==> src/rtl/dm_arbiter_pkg.sv <==
// Shared control encodings for the data-memory arbiter: FSM states, return-port tags,
// DM enable encodings and the read-return tag record.
package dm_arbiter_pkg;

    localparam logic [0:0] ARB_FREE = 1'b0;
    localparam logic [0:0] ARB_LOCK = 1'b1;

    localparam logic ARB_PORT_CPU = 1'b0;
    localparam logic ARB_PORT_LDR = 1'b1;

    localparam logic DM_R_ON  = 1'b1;
    localparam logic DM_R_OFF = 1'b0;
    localparam logic DM_W_ON  = 1'b1;
    localparam logic DM_W_OFF = 1'b0;

    localparam int STARVE_CNT_W = 8;

    typedef struct packed {
        logic valid;
        logic port;
    } rtag_t;

    function automatic rtag_t make_rtag(input logic valid, input logic port);
        rtag_t t;
        t.valid = valid;
        t.port  = port;
        return t;
    endfunction

endpackage

==> src/rtl/dm_arbiter_if.sv <==
// Bundle of CPU, loader and DM-side signals around the arbiter.
// slave = arbiter view; master = requesters plus memory view.
interface dm_arbiter_if;
    logic        cpu_req;
    logic        cpu_we;
    logic [31:0] cpu_addr;
    logic [31:0] cpu_wdata;
    logic        cpu_gnt;
    logic        cpu_stall;
    logic        cpu_rvalid;
    logic [31:0] cpu_rdata;

    logic        ldr_req;
    logic        ldr_we;
    logic        ldr_lock;
    logic [31:0] ldr_addr;
    logic [31:0] ldr_wdata;
    logic        ldr_gnt;
    logic        ldr_rvalid;
    logic [31:0] ldr_rdata;

    logic [31:0] dm_addr;
    logic [31:0] dm_wdata;
    logic        dm_r;
    logic        dm_w;
    logic [31:0] dm_rdata;

    modport slave (
        input  cpu_req, cpu_we, cpu_addr, cpu_wdata,
        output cpu_gnt, cpu_stall, cpu_rvalid, cpu_rdata,
        input  ldr_req, ldr_we, ldr_lock, ldr_addr, ldr_wdata,
        output ldr_gnt, ldr_rvalid, ldr_rdata,
        output dm_addr, dm_wdata, dm_r, dm_w,
        input  dm_rdata
    );

    modport master (
        output cpu_req, cpu_we, cpu_addr, cpu_wdata,
        input  cpu_gnt, cpu_stall, cpu_rvalid, cpu_rdata,
        output ldr_req, ldr_we, ldr_lock, ldr_addr, ldr_wdata,
        input  ldr_gnt, ldr_rvalid, ldr_rdata,
        input  dm_addr, dm_wdata, dm_r, dm_w,
        output dm_rdata
    );
endinterface

==> src/rtl/dm_arb_starve_cnt.sv <==
// Loader starvation counter: counts lost contests, saturates at STARVE_MAX and
// raises force_ldr so the loader wins the next simultaneous request.
module dm_arb_starve_cnt
    import dm_arbiter_pkg::*;
#(
    parameter int STARVE_MAX = 8
) (
    input  logic clk,
    input  logic rst,
    input  logic cnt_en,
    input  logic cnt_clr,
    output logic force_ldr
);
    localparam logic [STARVE_CNT_W-1:0] CNT_MAX = STARVE_CNT_W'(STARVE_MAX);

    logic [STARVE_CNT_W-1:0] cnt_q, cnt_d;

    always_comb begin
        cnt_d = cnt_q;
        if (cnt_clr) begin
            cnt_d = '0;
        end else if (cnt_en && (cnt_q != CNT_MAX)) begin
            cnt_d = cnt_q + STARVE_CNT_W'(1);
        end
    end

    always_ff @(posedge clk) begin
        if (rst) begin
            cnt_q <= '0;
        end else begin
            cnt_q <= cnt_d;
        end
    end

    assign force_ldr = (cnt_q == CNT_MAX);

endmodule

==> src/rtl/dm_arbiter.sv <==
// Two-port arbiter (CPU MEM stage vs loader) in front of the single-ported data memory.
// Optional loader anti-starvation enabled by defining DM_ARB_STARVE_EN.
module dm_arbiter
    import dm_arbiter_pkg::*;
#(
    parameter int STARVE_MAX = 8
) (
    input  logic           clk,
    input  logic           rst,
    dm_arbiter_if.slave    bus
);
    logic [0:0]  state_q, state_d;
    rtag_t       rtag_q, rtag_d;
    logic        force_ldr;
    logic        cpu_gnt, ldr_gnt;
    logic        rd_gnt;
    logic [31:0] dm_addr, dm_wdata;
    logic        dm_r, dm_w;
    logic        cpu_rvalid, ldr_rvalid;

    // Grants are suppressed while rst is high so no access can start in a reset cycle.
    always_comb begin
        cpu_gnt = 1'b0;
        ldr_gnt = 1'b0;
        if (!rst) begin
            if (state_q == ARB_LOCK) begin
                ldr_gnt = bus.ldr_req;
            end else if (bus.cpu_req && bus.ldr_req) begin
                ldr_gnt = force_ldr;
                cpu_gnt = !force_ldr;
            end else begin
                cpu_gnt = bus.cpu_req;
                ldr_gnt = bus.ldr_req;
            end
        end
    end

    always_comb begin
        dm_addr  = '0;
        dm_wdata = '0;
        dm_r     = DM_R_OFF;
        dm_w     = DM_W_OFF;
        rd_gnt   = 1'b0;
        if (cpu_gnt) begin
            dm_addr  = bus.cpu_addr;
            dm_wdata = bus.cpu_wdata;
            dm_r     = bus.cpu_we ? DM_R_OFF : DM_R_ON;
            dm_w     = bus.cpu_we ? DM_W_ON  : DM_W_OFF;
            rd_gnt   = !bus.cpu_we;
        end else if (ldr_gnt) begin
            dm_addr  = bus.ldr_addr;
            dm_wdata = bus.ldr_wdata;
            dm_r     = bus.ldr_we ? DM_R_OFF : DM_R_ON;
            dm_w     = bus.ldr_we ? DM_W_ON  : DM_W_OFF;
            rd_gnt   = !bus.ldr_we;
        end
    end

    // Lock is entered on a locked loader grant and left one cycle after lock drops.
    always_comb begin
        state_d = state_q;
        case (state_q)
            ARB_FREE: if (ldr_gnt && bus.ldr_lock) state_d = ARB_LOCK;
            ARB_LOCK: if (!bus.ldr_lock)           state_d = ARB_FREE;
            default:                               state_d = ARB_FREE;
        endcase
        rtag_d = make_rtag(rd_gnt, ldr_gnt ? ARB_PORT_LDR : ARB_PORT_CPU);
    end

    always_ff @(posedge clk) begin
        if (rst) begin
            state_q <= ARB_FREE;
            rtag_q  <= make_rtag(1'b0, ARB_PORT_CPU);
        end else begin
            state_q <= state_d;
            rtag_q  <= rtag_d;
        end
    end

`ifdef DM_ARB_STARVE_EN
    dm_arb_starve_cnt #(
        .STARVE_MAX (STARVE_MAX)
    ) u_starve_cnt (
        .clk       (clk),
        .rst       (rst),
        .cnt_en    ((state_q == ARB_FREE) && bus.ldr_req && !ldr_gnt),
        .cnt_clr   (ldr_gnt || !bus.ldr_req),
        .force_ldr (force_ldr)
    );
`else
    logic unused_starve_cfg;
    assign force_ldr         = 1'b0;
    assign unused_starve_cfg = ^STARVE_CNT_W'(STARVE_MAX);
`endif

    // The tag captured before a reset must not leak out during the reset cycle.
    assign cpu_rvalid = !rst && rtag_q.valid && (rtag_q.port == ARB_PORT_CPU);
    assign ldr_rvalid = !rst && rtag_q.valid && (rtag_q.port == ARB_PORT_LDR);

    assign bus.cpu_gnt    = cpu_gnt;
    assign bus.cpu_stall  = bus.cpu_req && !cpu_gnt;
    assign bus.cpu_rvalid = cpu_rvalid;
    assign bus.cpu_rdata  = cpu_rvalid ? bus.dm_rdata : '0;
    assign bus.ldr_gnt    = ldr_gnt;
    assign bus.ldr_rvalid = ldr_rvalid;
    assign bus.ldr_rdata  = ldr_rvalid ? bus.dm_rdata : '0;
    assign bus.dm_addr    = dm_addr;
    assign bus.dm_wdata   = dm_wdata;
    assign bus.dm_r       = dm_r;
    assign bus.dm_w       = dm_w;

endmodule

==> src/flat_wrapper.sv <==
// flat-port wrapper written by rule: the top's interface ports become plain ports
module dm_arbiter_flat import dm_arbiter_pkg::*;
#(
    parameter int STARVE_MAX = 8
)
  (clk, rst, bus_cpu_req, bus_cpu_we, bus_cpu_addr, bus_cpu_wdata, bus_cpu_gnt, bus_cpu_stall, bus_cpu_rvalid, bus_cpu_rdata, bus_ldr_req, bus_ldr_we, bus_ldr_lock, bus_ldr_addr, bus_ldr_wdata, bus_ldr_gnt, bus_ldr_rvalid, bus_ldr_rdata, bus_dm_addr, bus_dm_wdata, bus_dm_r, bus_dm_w, bus_dm_rdata);
  dm_arbiter_if bus_i ();
  input  logic clk;
  input  logic rst;
  input wire logic [$bits(bus_i.cpu_req)-1:0] bus_cpu_req;
  input wire logic [$bits(bus_i.cpu_we)-1:0] bus_cpu_we;
  input wire logic [$bits(bus_i.cpu_addr)-1:0] bus_cpu_addr;
  input wire logic [$bits(bus_i.cpu_wdata)-1:0] bus_cpu_wdata;
  output wire logic [$bits(bus_i.cpu_gnt)-1:0] bus_cpu_gnt;
  output wire logic [$bits(bus_i.cpu_stall)-1:0] bus_cpu_stall;
  output wire logic [$bits(bus_i.cpu_rvalid)-1:0] bus_cpu_rvalid;
  output wire logic [$bits(bus_i.cpu_rdata)-1:0] bus_cpu_rdata;
  input wire logic [$bits(bus_i.ldr_req)-1:0] bus_ldr_req;
  input wire logic [$bits(bus_i.ldr_we)-1:0] bus_ldr_we;
  input wire logic [$bits(bus_i.ldr_lock)-1:0] bus_ldr_lock;
  input wire logic [$bits(bus_i.ldr_addr)-1:0] bus_ldr_addr;
  input wire logic [$bits(bus_i.ldr_wdata)-1:0] bus_ldr_wdata;
  output wire logic [$bits(bus_i.ldr_gnt)-1:0] bus_ldr_gnt;
  output wire logic [$bits(bus_i.ldr_rvalid)-1:0] bus_ldr_rvalid;
  output wire logic [$bits(bus_i.ldr_rdata)-1:0] bus_ldr_rdata;
  output wire logic [$bits(bus_i.dm_addr)-1:0] bus_dm_addr;
  output wire logic [$bits(bus_i.dm_wdata)-1:0] bus_dm_wdata;
  output wire logic [$bits(bus_i.dm_r)-1:0] bus_dm_r;
  output wire logic [$bits(bus_i.dm_w)-1:0] bus_dm_w;
  input wire logic [$bits(bus_i.dm_rdata)-1:0] bus_dm_rdata;
  assign bus_i.cpu_req = bus_cpu_req;
  assign bus_i.cpu_we = bus_cpu_we;
  assign bus_i.cpu_addr = bus_cpu_addr;
  assign bus_i.cpu_wdata = bus_cpu_wdata;
  assign bus_cpu_gnt = bus_i.cpu_gnt;
  assign bus_cpu_stall = bus_i.cpu_stall;
  assign bus_cpu_rvalid = bus_i.cpu_rvalid;
  assign bus_cpu_rdata = bus_i.cpu_rdata;
  assign bus_i.ldr_req = bus_ldr_req;
  assign bus_i.ldr_we = bus_ldr_we;
  assign bus_i.ldr_lock = bus_ldr_lock;
  assign bus_i.ldr_addr = bus_ldr_addr;
  assign bus_i.ldr_wdata = bus_ldr_wdata;
  assign bus_ldr_gnt = bus_i.ldr_gnt;
  assign bus_ldr_rvalid = bus_i.ldr_rvalid;
  assign bus_ldr_rdata = bus_i.ldr_rdata;
  assign bus_dm_addr = bus_i.dm_addr;
  assign bus_dm_wdata = bus_i.dm_wdata;
  assign bus_dm_r = bus_i.dm_r;
  assign bus_dm_w = bus_i.dm_w;
  assign bus_i.dm_rdata = bus_dm_rdata;
  dm_arbiter #(.STARVE_MAX(STARVE_MAX)) u_core (.clk(clk), .rst(rst), .bus(bus_i));
endmodule
==> config.mk <==
export PLATFORM = sky130hd
export DESIGN_NAME = dm_arbiter_flat
export DESIGN_NICKNAME = d
export VERILOG_FILES = /design/src/rtl/dm_arbiter_pkg.sv /design/src/rtl/dm_arbiter_if.sv /design/src/rtl/dm_arb_starve_cnt.sv /design/src/rtl/dm_arbiter.sv /design/src/flat_wrapper.sv
export SDC_FILE = /design/constraint.sdc
export NUM_CORES = 1
export LEC_CHECK = 0
export ABC_AREA = 1
export BUFFER_PORTS_ARGS = -buffer_cell sky130_fd_sc_hd__buf_2
export CAP_MARGIN = 20
export CORE_AREA = 2 2 116 118
export CTS_CLUSTER_SIZE = 8
export DETAILED_ROUTE_END_ITERATION = 16
export DIE_AREA = 0 0 118 120
export GPL_TIMING_DRIVEN = 0
export PLACE_DENSITY = 0.42
export RECOVER_POWER = 25
export SLEW_MARGIN = 25
export SYNTH_ARGS = -nofsm -noshare
export SYNTH_HDL_FRONTEND = slang
export SYNTH_SLANG_ARGS = --single-unit
==> constraint.sdc <==
create_clock -name clk -period 1.95 [get_ports clk]
set_input_delay 0.39 -clock clk [delete_from_list [all_inputs] [get_ports clk]]
set_output_delay 0.39 -clock clk [all_outputs]
set_load 0.03 [all_outputs]
==> summary.md, run 1 <==
| Metric | Value |
|---|---|
| Rel. slew slack | 0.735 |
| Setup slack, reg-to-reg | 0.93 ns |
| IO Pins | 302 |
| Cells after Synth | ~340 |
| R2R depth | 4 |
| Final setup vio count | 0 |
| Post-route clock period utilization | 0.953 |
| Final WL | 10,100 um |
| Area grow syn2layout | 125% |
| Hold Buf Count CTS | 0 |
| Status | completed |
| CTS Sinks | 3 |
| CTS tree | built |
| Warnings, synthesis | 0 |
| Critical path arrival | 1.47 ns |
| Die area | 14,200 sq um |
| Worst setup SP type | input pin |
| Die W | between 100 and 150 um |
| Hold WC Path Type | in2reg |
| Total gr overflow | 0 |
| Core Box Area | 13,000 sq um |
| Share of cells above drive strength 1 | 0.508 |
| Vias in the first global route | 3,011 |
| Final Hold Viols | 0 |
| Row count | 42 |
| Final ANT Viol Nets | 0 |
| Crit-path leading delay family | buffers and inverters |
| Hold Crit Depth | 3 |
| CTS Root Cell | clkbuf_16 |
| DIE HEIGHT | 120 um |
| Max_cap viols | 0 |
| Clock Pin Slew Worst Setup and Hold Paths | 0.03 ns |
| Drt first-iter violations | 76 |
| Post-route cell area | 3360 sq um |
| Clk buf depth | 2 |
| Worst-Margin Slew | 0.399 ns |
| CP Buf/Inv Count | 4 |
| Syn Nets | slightly above 500 |
| Unrepaired setup endpoints after global routing | false |
| Crit-path slowest cell | buf_2 |
| DP HPWL | around 8800 um |
| Placed cells | 821 |
| H-tree levels | 1 |
| WL per Instance | 12.3 um |
| Placer Congestion | 0.835 |
| Initial antenna violation count | 0 |
| Avg Cell Area, Syn | 4.34 sq um |
| Vias | 3,229 |
| Worst VDD drop | 0.000172 V |
| CP peak stage delay | 0.22 ns |
| Count of different cell masters after synthesis | 12 |
| Max Transition Viols Final | 0 |
| Inserted Clock Buffers | 3 |
| Most frequent CP cell | buf_2 |
| Placed inst area | roughly 3200 sq um |
| Register area share after synthesis | 0.0403 |
| Worst-path fanout max | 10 |
| Largest net degree at the start of global routing | 11 |
| Setup WS pre-CTS | -0.0416 ns |
| Overall power | 0.00115 W |
| CP required | 1.56 ns |
| Antenna fix cells | 0 |
| GRT Resource Usage Total | 0.129 |
| Final std cells w/o fill | 826 |
| Min Tclk post-route | 1.86 ns |
| Synth Register Bits | 3 |
| DRT Pass-1 Iters | 5 |
| Post-Syn Area | ~1500 sq um |
| Achievable Freq | 538 MHz |
| Worst path cell trace | buf_2, nor2_4, buf_6, buf_2, nand3_1, nand2_1, buf_2 |
| Critical Path Stages | 7 |
| First-pass GRT wire length | 14,900 um |
| Leakage power | 2.45 nW |
| Vias per inst | 3.91 |
| Port buffer count | 301 |
| Critical path type | in2out |
| Initial Util | 0.115 |
| Clock latency on the worst-skew pair | 0.22 ns |
| Nets | 818 |
| DRC viols | 0 |
| Clock skew | 0.000230 ns |
| Final worst slack | ~0.091 ns |
| Power Dens Cells | around 340 nW/um^2 |
| Setup TNS | 0 ns |
| Setup crit end kind | output port |
==> sequential cells by signal (all words and copies together) (netlist names) <==
| name | flops |
|---|---|
| u_core.state_q | 1 |
| u_core.rtag_q | 2 |
==> cell families after synthesis <==
group,count (synthesis),synth area share
flip-flops,3,0.0403
buffers and inverters,70,0.212
AO/OA/AOI/OAI,3,0.0101
AND/OR/NAND/NOR,268,0.737
==> synth_stat cells <==
cell type	n	share of area
buf_2	19	0.064
inv_1	41	0.10
nor2_1	65	0.16
nand2_1	133	0.33
inv_2	2	0.0050
nor2_2	1	0.0042
o21ai_0	2	0.0067
buf_4	8	0.040
nand3_1	68	0.23
a21oi_1	1	0.0034
nand3_2	1	0.0067
dfxtp_1	3	0.040
==> metrics by stage <==
step                hold WS [ns]  utilization
global placement           0.499        0.248
detailed placement         0.505        0.248
global route               0.421        0.259
CTS                        0.397        0.256
floorplan                  0.468            -
finish                     0.399        0.259
==> worst paths after layout <==
kind,from,endpoint
worst max-delay path,rst,bus_dm_wdata[28]
worst min-delay path,bus_ldr_lock,u_core.state_q$_SDFF_PP0_
worst max register to register,u_core.state_q$_SDFF_PP0_,u_core.rtag_q[1]$_SDFF_PP0_
worst min register to register,u_core.state_q$_SDFF_PP0_,u_core.state_q$_SDFF_PP0_
==> placed cells by master, fill, tap and decap left out, types with 4 or more instances in the layout <==
cell type / netlist / routed
buf_2: 19 / 281
buf_4: 8 / 4
clkbuf_1: 0 / 10
nor2_1: 65 / 65
buf_6: 0 / 5
nand3_1: 68 / 67
nand2_1: 133 / 132
clkbuf_2: 0 / 20
clkbuf_4: 0 / 9
inv_1: 41 / 40
==> report_power, final <==
part           leakage (nW)  switching, W  internal [W]  total (W)
clock                0.0382     0.0000542      0.000270   0.000324
sequential           0.0246    0.00000159     0.0000647  0.0000663
combinational          2.38      0.000484      0.000274   0.000758
total                  2.45      0.000540      0.000608    0.00115
==> per-layer routing <==
layer  track usage  wire [um]  vias up
met2         0.263       5470      192
met3        0.0290        864        6
met5             0          0        -
li1              -          -     1650
met4        0.0279         91        0
met1         0.132       3700     1381
==> tightest hold or removal path: cells and delay by family <==
| family | cells | cell delay (ns) |
|---|---|---|
| simple gates | 1 | 0.05 |
| compound gates | 1 | 0.03 |
| buf+inv | 1 | 0.10 |
==> what timing repair did <==
action                     4_1_cts  5_1_grt
setup endpoints to repair       40       34
setup buffers                    0        1
pin swaps                        0        1
cloned                           0        0
resized for setup                7       14
==> cell type report <==
class	count	area, sq um
buffer	27	189
clock buffer	4	78.8
tap	176	220
timing repair buffer	302	1520
fill	1514	9620
inverter	43	161
sequential	3	60.1
multi-input combinational	271	1130
Note: power is estimated with default switching activity, not from simulation.
==> inputs of run 2 (changes only) <==
--- a/config.mk
+++ b/config.mk
@@ -15,2 +15,3 @@
 export GPL_TIMING_DRIVEN = 0
+export HOLD_SLACK_MARGIN = 0.02
 export PLACE_DENSITY = 0.42
==> constraint.sdc (replaced) <==
create_clock -name clk -period 1.95 [get_ports clk]
set_input_delay 0.195 -clock clk [delete_from_list [all_inputs] [get_ports clk]]
set_output_delay 0.195 -clock clk [all_outputs]
set_load 0.03 [all_outputs]
==> run 2 against run 1 <==
Net effect: utilization decreased by 0.76 points; routed wire length decreased by 0.19%; final cell count decreased by 0.12%; hold slack got worse by 0.19 ns.
==> summary.md, run 2 (synthesis gave the netlist of run 1 again) <==
| Metric | Value |
|---|---|
| Achievable Freq | 560 MHz (+4.0%) |
| Nets | 817 (-0.12%) |
| Clock Pin Slew Worst Setup and Hold Paths | 0.03 ns (about the same) |
| Unrepaired setup endpoints after global routing | false |
| IO Pins | 302 (unchanged) |
| CTS tree | built |
| Largest register FFs | 2 (unchanged) |
| Vias | 3,207 (-0.68%) |
| Row count | 42 (unchanged) |
| Initial antenna violation count | 0 (unchanged) |
| Initial Util | 0.115 (unchanged) |
| Leakage power | 2.37 nW (-3.3%) |
| Hold WC Path Type | in2reg |
| CP peak stage delay | 0.29 ns (+0.07 ns) |
| DP HPWL | 8800 um (unchanged) |
| Final Hold Viols | 0 (unchanged) |
| Hold Crit Depth | 3 (unchanged) |
| Max Transition Viols Final | 0 (unchanged) |
| Largest regs | u_core.rtag_q x2, u_core.state_q x1 |
| Vias in the first global route | 3,010 (-0.033%) |
| DIE HEIGHT | 120 um (unchanged) |
| Final WL | 10,100 um (-0.19%) |
| Post-route clock period utilization | 0.916 (-0.0370) |
| Die area | 14,200 sq um (unchanged) |
| Inserted Clock Buffers | 3 (unchanged) |
| Post-route cell area | 3260 sq um (-2.9%) |
| WL per Instance | 12.3 um (about the same) |
| R2R depth | 5 (+1) |
| Worst path cell trace | inv_1, nand3_1, inv_2, buf_4, buf_4, nand2_1, nand2_1, buf_2 |
| Placer Congestion | 0.835 (unchanged) |
| Clock skew | 0.000190 ns (-0.0000397 ns) |
| Largest net degree at the start of global routing | 11 (unchanged) |
| Final ANT Viol Nets | 0 (unchanged) |
| Worst-path fanout max | 10 (unchanged) |
| Worst-Margin Slew | 0.472 ns (+0.0731 ns) |
| CP Buf/Inv Count | 5 (+1) |
| Setup WS pre-CTS | 0.325 ns (+0.366 ns) |
| Setup TNS | 0 ns (unchanged) |
| H-tree levels | 1 (unchanged) |
| Rel. slew slack | 0.686 (-0.0499) |
| Worst VDD drop | 0.000171 V (-0.31%) |
| CTS Sinks | 3 (unchanged) |
| Hold Buf Count CTS | 0 (unchanged) |
| Placed inst area | 3220 sq um (unchanged) |
| Share of cells above drive strength 1 | 0.470 (-0.0377) |
| Total gr overflow | 0 (unchanged) |
| Core Box Area | 13,000 sq um (unchanged) |
| Crit-path leading delay family | buffers and inverters |
| Critical path arrival | 1.59 ns (+0.12 ns) |
| Vias per inst | 3.89 (-0.56%) |
| Antenna fix cells | 0 (unchanged) |
| Min Tclk post-route | 1.79 ns (-0.0722 ns) |
| Max_cap viols | 0 (unchanged) |
| DRT Pass-1 Iters | 6 (+1) |
| Area grow syn2layout | 118% |
| Setup crit end kind | output port |
| Most frequent cells in the layout | buf_2, nand2_1, nand3_1 |
| DRC viols | 0 (unchanged) |
| Clk buf depth | 2 (unchanged) |
| Resized cells post-CTS | 0 (-7) |
| First-pass GRT wire length | 14,900 um (about the same) |
| Power Dens Cells | 346 nW/um^2 (+1.0%) |
| Most common cell after layout, fill and taps aside | buf_2 |
| CP required | 1.75 ns (+0.19 ns) |
| Clock latency on the worst-skew pair | 0.22 ns (about the same) |
| Port buffer count | 301 (unchanged) |
| Worst setup SP type | flop |
| Final worst slack | 0.163 ns (+0.0722 ns) |
| CTS Root Cell | clkbuf_16 |
| Critical path type | reg2out |
| Largest Register | u_core.rtag_q |
| Critical Path Stages | 8 (+1) |
| Die W | 118 um (unchanged) |
| GRT Resource Usage Total | 0.129 (about the same) |
| Crit-path slowest cell | dfxtp_1 |
| Post-CTS setup buffer count | 0 (unchanged) |
| Drt first-iter violations | 68 (-11%) |
| Final setup vio count | 0 (unchanged) |
| Status | completed |
-- run 2: cell type report --
type	count	area, sq um
multi-input cells	271	1110
clock buffers	4	78.8
fillers	1533	9720
well taps	176	220
flip-flops and latches	3	60.1
plain buffers	27	153
inverters	43	161
repair buffers	301	1480
-- run 2: power by group --
group | internal, W | switching [W] | total (W) | leakage (nW)
logic | 0.000259 | 0.000478 | 0.000737 | 2.30
clock network | 0.000270 | 0.0000540 | 0.000324 | 0.0382
registers | 0.0000646 | 0.00000105 | 0.0000657 | 0.0246
-- run 2: final timing paths --
| path | end | slack (ns) | from |
|---|---|---|---|
| worst max register to register | u_core.rtag_q[1]$_SDFF_PP0_ | 0.82 | u_core.state_q$_SDFF_PP0_ |
| worst min-delay path | u_core.state_q$_SDFF_PP0_ | 0.21 | bus_ldr_lock |
| worst max-delay path | bus_dm_addr[29] | 0.16 | u_core.state_q$_SDFF_PP0_ |
| worst min register to register | u_core.state_q$_SDFF_PP0_ | 0.49 | u_core.state_q$_SDFF_PP0_ |
-- run 2: stage by stage --
stage / power [W] / hold slack [ns] / cells / util
4_1_cts: 0.00115 / 0.202 / 825 / 0.254
2_1_floorplan: 0.000485 / 0.306 / 344 / -
6_report: 0.00113 / 0.207 / 825 / 0.251
3_5_place_dp: 0.000814 / 0.432 / 821 / 0.248
3_3_place_gp: 0.000816 / 0.436 / 821 / 0.248
5_1_grt: 0.00121 / 0.225 / 825 / 0.251
-- run 2: worst reg2reg max path, cell delays in order, from the launching register on --
cell      delay [ns]
dfxtp_1         0.29
inv_1           0.09
nand2_1         0.12
clkbuf_4        0.22
nand3_1         0.11
o21ai_0         0.14
-- run 2: metal layers --
layer,up-vias,part of all wire,track usage
li1,1647,-,-
met1,1370,0.36,0.131
met2,184,0.54,0.263
met3,6,0.085,0.0290
met4,0,0.0090,0.0279
met5,-,0,0
